### config.mk
export PLATFORM = sky130hd
export DESIGN_NAME = switch_code_sequencer
export DESIGN_NICKNAME = d
export VERILOG_FILES = /design/src/rtl/switch_code_sequencer.sv
export SDC_FILE = /design/constraint.sdc
export NUM_CORES = 1
export LEC_CHECK = 0
export BUFFER_PORTS_ARGS = -buffer_cell sky130_fd_sc_hd__buf_4
export CORE_ASPECT_RATIO = 1.5
export CORE_MARGIN = 4
export CORE_UTILIZATION = 50
export CTS_BUF_LIST = sky130_fd_sc_hd__clkbuf_2
export CTS_CLUSTER_SIZE = 40
export DETAILED_ROUTE_END_ITERATION = 16
export GPL_TIMING_DRIVEN = 0
export PLACE_DENSITY = 0.66
export SYNTH_ARGS = -nofsm -noshare
export SYNTH_HDL_FRONTEND = slang
export SYNTH_SLANG_ARGS = --single-unit
### constraint.sdc
create_clock -name clk -period 3.65 [get_ports clk]
set_input_delay 0.365 -clock clk [delete_from_list [all_inputs] [get_ports clk]]
set_output_delay 0.365 -clock clk [all_outputs]
set_load 0.05 [all_outputs]
### src/rtl/switch_code_sequencer.sv
// ---------------------------------------------------------------------------
// switch_code_sequencer
//
// Upstream stage of the 4-to-16 LED decoder. It produces the 4-bit code that
// drives the decoder select input.
//   - The 4 slide switches, the direction switch and the 2 push buttons are
//     synchronised through two flops each and then debounced.
//   - MANUAL mode: the debounced switch value is the code.
//   - AUTO mode: a prescaled up/down counter walks the code through 0..15
//     with wraparound, so the lit LED chases around the ring.
//
// Parameters
//   DEB_CYCLES  consecutive stable samples needed to accept a new level (>=2)
//   STEP_DIV    clk cycles per automatic step (>=2)
//
// Ports
//   clk        in   1  system clock, rising edge
//   rst        in   1  synchronous reset, active-high
//   InSwitch   in   4  raw slide switches (asynchronous, bouncy)
//   btn_mode   in   1  raw push button: toggles MANUAL / AUTO
//   btn_step   in   1  raw push button: pause / single-step in AUTO
//   dir        in   1  raw switch: 0 = count up, 1 = count down
//   code_out   out  4  registered code to the decoder select input
//   mode_auto  out  1  high while in AUTO_RUN or AUTO_HOLD
//   step_tick  out  1  one-cycle pulse whenever an auto/single step changes
//                      code_out
// ---------------------------------------------------------------------------
module switch_code_sequencer #(
    parameter int DEB_CYCLES = 20,
    parameter int STEP_DIV   = 50_000_000
) (
    input  logic       clk,
    input  logic       rst,
    input  logic [3:0] InSwitch,
    input  logic       btn_mode,
    input  logic       btn_step,
    input  logic       dir,
    output logic [3:0] code_out,
    output logic       mode_auto,
    output logic       step_tick
);

    // Input bit map inside the shared synchroniser / debouncer vectors.
    localparam int NIN      = 7;
    localparam int IDX_DIR  = 4;
    localparam int IDX_MODE = 5;
    localparam int IDX_STEP = 6;

    localparam int CW = $clog2(DEB_CYCLES);
    localparam int PW = $clog2(STEP_DIV);

    localparam logic [CW-1:0] DEB_LAST = CW'(DEB_CYCLES - 1);
    localparam logic [PW-1:0] PRE_LAST = PW'(STEP_DIV - 1);

    typedef enum logic [1:0] {
        ST_MANUAL    = 2'd0,
        ST_AUTO_RUN  = 2'd1,
        ST_AUTO_HOLD = 2'd2
    } state_t;

    // -----------------------------------------------------------------------
    // Synchronise and debounce every raw input.
    // -----------------------------------------------------------------------
    logic [NIN-1:0] w_raw;
    logic [NIN-1:0] r_s1;
    logic [NIN-1:0] r_s2;
    logic [NIN-1:0] r_deb;
    logic [CW-1:0]  r_cnt [NIN];

    assign w_raw = {btn_step, btn_mode, dir, InSwitch};

    always_ff @(posedge clk) begin
        if (rst) begin
            r_s1  <= '0;
            r_s2  <= '0;
            r_deb <= '0;
            // NOTE: the counter array is a handful of flops, not a RAM, so
            // clearing it in reset costs nothing and keeps startup defined.
            for (int i = 0; i < NIN; i++) begin
                r_cnt[i] <= '0;
            end
        end else begin
            // NOTE: non-blocking assignments let s1 -> s2 -> deb form a true
            // shift chain; blocking ones would collapse it in one edge.
            r_s1 <= w_raw;
            r_s2 <= r_s1;
            for (int i = 0; i < NIN; i++) begin
                if (r_s2[i] == r_deb[i]) begin
                    r_cnt[i] <= '0;
                end else if (r_cnt[i] == DEB_LAST) begin
                    // DEB_CYCLES consecutive differing samples: accept.
                    r_deb[i] <= r_s2[i];
                    r_cnt[i] <= '0;
                end else begin
                    r_cnt[i] <= r_cnt[i] + 1'b1;
                end
            end
        end
    end

    // -----------------------------------------------------------------------
    // Button rising-edge pulses. Held buttons give a single pulse.
    // -----------------------------------------------------------------------
    logic r_mode_q;
    logic r_step_q;
    logic w_mode_p;
    logic w_step_p;

    always_ff @(posedge clk) begin
        if (rst) begin
            r_mode_q <= 1'b0;
            r_step_q <= 1'b0;
        end else begin
            r_mode_q <= r_deb[IDX_MODE];
            r_step_q <= r_deb[IDX_STEP];
        end
    end

    assign w_mode_p = r_deb[IDX_MODE] & ~r_mode_q;
    assign w_step_p = r_deb[IDX_STEP] & ~r_step_q;

    // -----------------------------------------------------------------------
    // Sequencer FSM with registered outputs.
    // -----------------------------------------------------------------------
    state_t        r_state;
    logic [3:0]    r_code;
    logic          r_mode_auto;
    logic          r_step_tick;
    logic [PW-1:0] r_presc;
    logic [3:0]    w_sw;
    logic [3:0]    w_code_next;

    assign w_sw = r_deb[3:0];

    // 4-bit arithmetic wraps naturally: F+1 = 0 and 0-1 = F.
    assign w_code_next = r_deb[IDX_DIR] ? (r_code - 4'd1) : (r_code + 4'd1);

    always_ff @(posedge clk) begin
        if (rst) begin
            r_state     <= ST_MANUAL;
            r_code      <= 4'd0;
            r_mode_auto <= 1'b0;
            r_step_tick <= 1'b0;
            r_presc     <= '0;
        end else begin
            // The tick is a pulse: low unless a step below raises it.
            r_step_tick <= 1'b0;
            case (r_state)
                ST_MANUAL: begin
                    if (w_mode_p) begin
                        // Enter AUTO from the code currently shown.
                        r_state     <= ST_AUTO_RUN;
                        r_mode_auto <= 1'b1;
                        r_presc     <= '0;
                    end else begin
                        r_code <= w_sw;
                    end
                end

                ST_AUTO_RUN: begin
                    // mode_p has priority over step_p and over a terminal
                    // count landing in the same cycle.
                    if (w_mode_p) begin
                        r_state     <= ST_MANUAL;
                        r_mode_auto <= 1'b0;
                        r_presc     <= '0;
                    end else if (w_step_p) begin
                        r_state <= ST_AUTO_HOLD;
                        r_presc <= '0;
                    end else if (r_presc == PRE_LAST) begin
                        r_presc     <= '0;
                        r_code      <= w_code_next;
                        r_step_tick <= 1'b1;
                    end else begin
                        r_presc <= r_presc + 1'b1;
                    end
                end

                ST_AUTO_HOLD: begin
                    r_presc <= '0;
                    if (w_mode_p) begin
                        r_state     <= ST_MANUAL;
                        r_mode_auto <= 1'b0;
                    end else if (w_step_p) begin
                        r_code      <= w_code_next;
                        r_step_tick <= 1'b1;
                    end
                end

                default: begin
                    r_state     <= ST_MANUAL;
                    r_mode_auto <= 1'b0;
                    r_presc     <= '0;
                end
            endcase
        end
    end

    assign code_out  = r_code;
    assign mode_auto = r_mode_auto;
    assign step_tick = r_step_tick;

endmodule

==> flow_summary.json <==
{
  "hp-class": "input port to flip-flop",
  "die_y_microns": 122,
  "top_layer_used": "met4",
  "cts_tree": "done",
  "maxCapViolCount": 0,
  "drive_above_1_share_pct": 7.80,
  "start_kind": "flip-flop",
  "filler_cell_count": 780,
  "wl_met3_microns": 243,
  "synthDistinctLibCells": 50,
  "r2r_start": "r_presc[9]$_SDFFE_PP0P_",
  "area_delta_synth_final_pct": 15.0,
  "num_vias": 3179,
  "finalWorstPathRequiredPeriod_ps": 2880,
  "hold_path_end": "r_s2[2]$_SDFF_PP0_",
  "synthArstFlopShare_pct": 0,
  "max_slew_margin_pct": 26.1,
  "clk_pin_slew_ps": 250,
  "reg2reg_setup_slack_ps": 770,
  "ys_seq_elements": 92,
  "grt_pass1_vias": 3250,
  "grt_setup_unrepaired": "false",
  "fin_skew_ps": 29.8,
  "worstPathMaxFanout": 10,
  "netlist_area_sq_mm": 0.00430,
  "port_buffers": 14,
  "status": "finished, final reports clean",
  "whs_ps": 155,
  "fin_util_pct": 58.8,
  "post-route-period-util_pct": 78.9,
  "clock_path_buffers": 2,
  "initial_core_util_pct": 51.1,
  "tns_ps": 0,
  "synthCells": 429,
  "dr_wl_met2_microns": 4240,
  "leakagePower_nw": 1.84,
  "gr-usage-all-layers_pct": 17.1,
  "cts_resized": 0,
  "slew_viol_final": 0,
  "num_rows": 41,
  "synth-main-ff-cell": "dfxtp_1",
  "cts_made_buffers": 9,
  "dr.pass1.iters": 5,
  "reg2regPathDepth": 6,
  "fp.dieArea_sq_mm": 0.0102,
  "tightest_slew_ps": 1100,
  "wl_per_cell_microns": 13.2,
  "grt_pass1_wl_microns": 14000,
  "routed_wl_microns": 8040,
  "grt-ovfl-total": 0,
  "critPathArrivalTime_ps": 3320,
  "detail-route-antenna-nets": 0,
  "clock.fmax_ghz": 0.347,
  "synth_edf_count": 35,
  "die_x_microns": 83.7,
  "whs_path_depth": 3,
  "p_per_area_mw_per_mm2": 395,
  "syn_area_per_cell_sq_um": 10.0,
  "max-vdd-ir-drop_mv": 0.281,
  "wl_met1_microns": 3320,
  "crit_type": "flip-flop to flip-flop",
  "power_mw": 1.96,
  "hpwlAfterDp_microns": 5890,
  "vias_per_cell": 5.23,
  "yosys_warnings": 0,
  "finalSetupViolations": 0,
  "postCtsSetupRepairBufs": 0,
  "grt_start_max_net_pins": 16,
  "reg2reg_to": "r_presc[15]$_SDFFE_PP0P_",
  "io_pins": 15,
  "design.core.area_sq_mm": 0.00841,
  "hold_viol_final": 0,
  "crit_required_ps": 4100,
  "globalplace.congestion": 0.796,
  "route.detailed.drc": 0,
  "yosysSeqAreaShare_pct": 51.0,
  "root_buffer": "clkbuf_2",
  "antenna_found_initial": 1,
  "ctsHtreeMaxLevel": 3,
  "clkSinkCount": 92,
  "fin_nets": 519,
  "worstSkewPairLatency_ps": 560,
  "drt_iter0_markers": 115,
  "endpoint_kind": "flip-flop",
  "hold_start": "rst"
}
kinds of logic (layout without fill, tap and decap cells):
family                     count (synthesis)  in the layout  synth area share (%)
buffers and inverters                     26             63                  2.65
and+or+nand+nor                          196            196                  23.2
adders and majority gates                 15             15                  4.54
muxes                                      9              9                  2.09
xor gates and xnor gates                  48             48                  9.78
AOI/OAI and AO/OA                         42             42                  6.63
DFF                                       92             92                  51.0
other                                      1             36                0.0872
per-layer routing:
metal  up-vias  global-route usage, %
li1       1614                      -
met1      1494                   18.0
met2        53                   31.8
met3        18                   2.98
met4         0                   9.46
met5         -                      0
worst max-delay path by stage:
| stage | startpoint | end | slack (ps) |
|---|---|---|---|
| 4_1_cts | r_presc[11]$_SDFFE_PP0P_ | r_presc[15]$_SDFFE_PP0P_ | 750 |
| 2_1_floorplan | r_presc[11]$_SDFFE_PP0P_ | code_out[0]$_SDFFE_PP0P_ | 1110 |
| 3_3_place_gp | r_presc[11]$_SDFFE_PP0P_ | r_presc[16]$_SDFFE_PP0P_ | 790 |
| 5_1_grt | r_presc[9]$_SDFFE_PP0P_ | r_presc[15]$_SDFFE_PP0P_ | 570 |
| 6_report | r_presc[9]$_SDFFE_PP0P_ | r_presc[15]$_SDFFE_PP0P_ | 770 |
| 3_5_place_dp | r_presc[11]$_SDFFE_PP0P_ | r_presc[15]$_SDFFE_PP0P_ | 780 |
synthesized netlist by cell type, types with 2 or more instances:
cell type	count	area share (%)
nor2b_1	19	2.8
or4_1	4	0.70
buf_4	2	0.35
nand2_1	20	1.7
dfxtp_1	57	27
and3_1	4	0.58
o21ai_0	7	0.81
inv_1	15	1.3
a2111oi_0	2	0.41
a22o_1	2	0.41
nor4bb_1	4	0.93
nand4_1	8	1.2
a211oi_1	5	0.87
nor2_1	73	6.4
xor2_1	22	4.5
a21oi_1	10	1.2
o31ai_1	3	0.52
a31oi_1	4	0.58
xnor2_1	26	5.3
edfxtp_1	35	24
nand3_1	30	3.5
clkbuf_1	7	0.61
nor3_1	5	0.58
a211o_1	2	0.41
mux2i_1	9	2.1
nand4b_1	2	0.41
or3_1	10	1.5
and4_1	2	0.41
nor4_1	6	0.87
ha_1	14	4.1
layout make-up:
class	instances	area (sq um)	area share, %
diodes	1	2.50	0.0506
plain buffers	11	57.6	1.16
clock buffers	9	45.0	0.910
clock inverters	7	163	3.29
inverters	15	56.3	1.14
multi-input cells	345	2120	42.9
flip-flops and latches	92	2190	44.3
well taps	107	134	2.71
repair buffers	21	175	3.54
through the flow:
stage	std cells	worst slack, ps	instance area (sq um)
3_3_place_gp	584	795	4670
4_1_cts	607	754	4940
5_1_grt	608	571	4950
3_5_place_dp	584	781	4670
2_1_floorplan	463	1110	4430
6_report	608	771	4950
cells in the final DEF, fill, tap and decap left out, types with 16 or more instances in the layout:
cell type | synthesis | final
dfxtp_1 | 57 | 57
buf_4 | 2 | 16
edfxtp_1 | 35 | 35
nand2_1 | 20 | 20
nand3_1 | 30 | 30
xnor2_1 | 26 | 26
nor2_1 | 73 | 73
xor2_1 | 22 | 22
nor2b_1 | 19 | 19
conb_1 | 1 | 35
critical path, cell delays in order, from the launching register on:
cell	delay, ps
dfxtp_1	410
or4_1	520
or4_4	570
o211a_1	290
nor2_1	470
clkbuf_1	400
nor2_1	100
flip-flops by register name (all words and copies together) (netlist names):
signal,flops
r_s2,7
r_mode_q,1
step_tick,1
r_step_q,1
r_deb,7
r_state,2
code_out,4
mode_auto,1
r_cnt,35
r_presc,26
r_s1,7
power by group:
part           total [mW]  internal [mW]  switching (mW)
clock network       0.771          0.430           0.341
logic              0.0764         0.0347          0.0416
registers            1.11           1.09          0.0171
timing repair:
| action | 4_1_cts | 5_1_grt |
|---|---|---|
| hold buffers | 7 | 0 |
| hold endpoints to repair | 7 | 0 |
| endpoints found under the setup margin | 0 | 0 |
(Power assumes the default switching activity.)
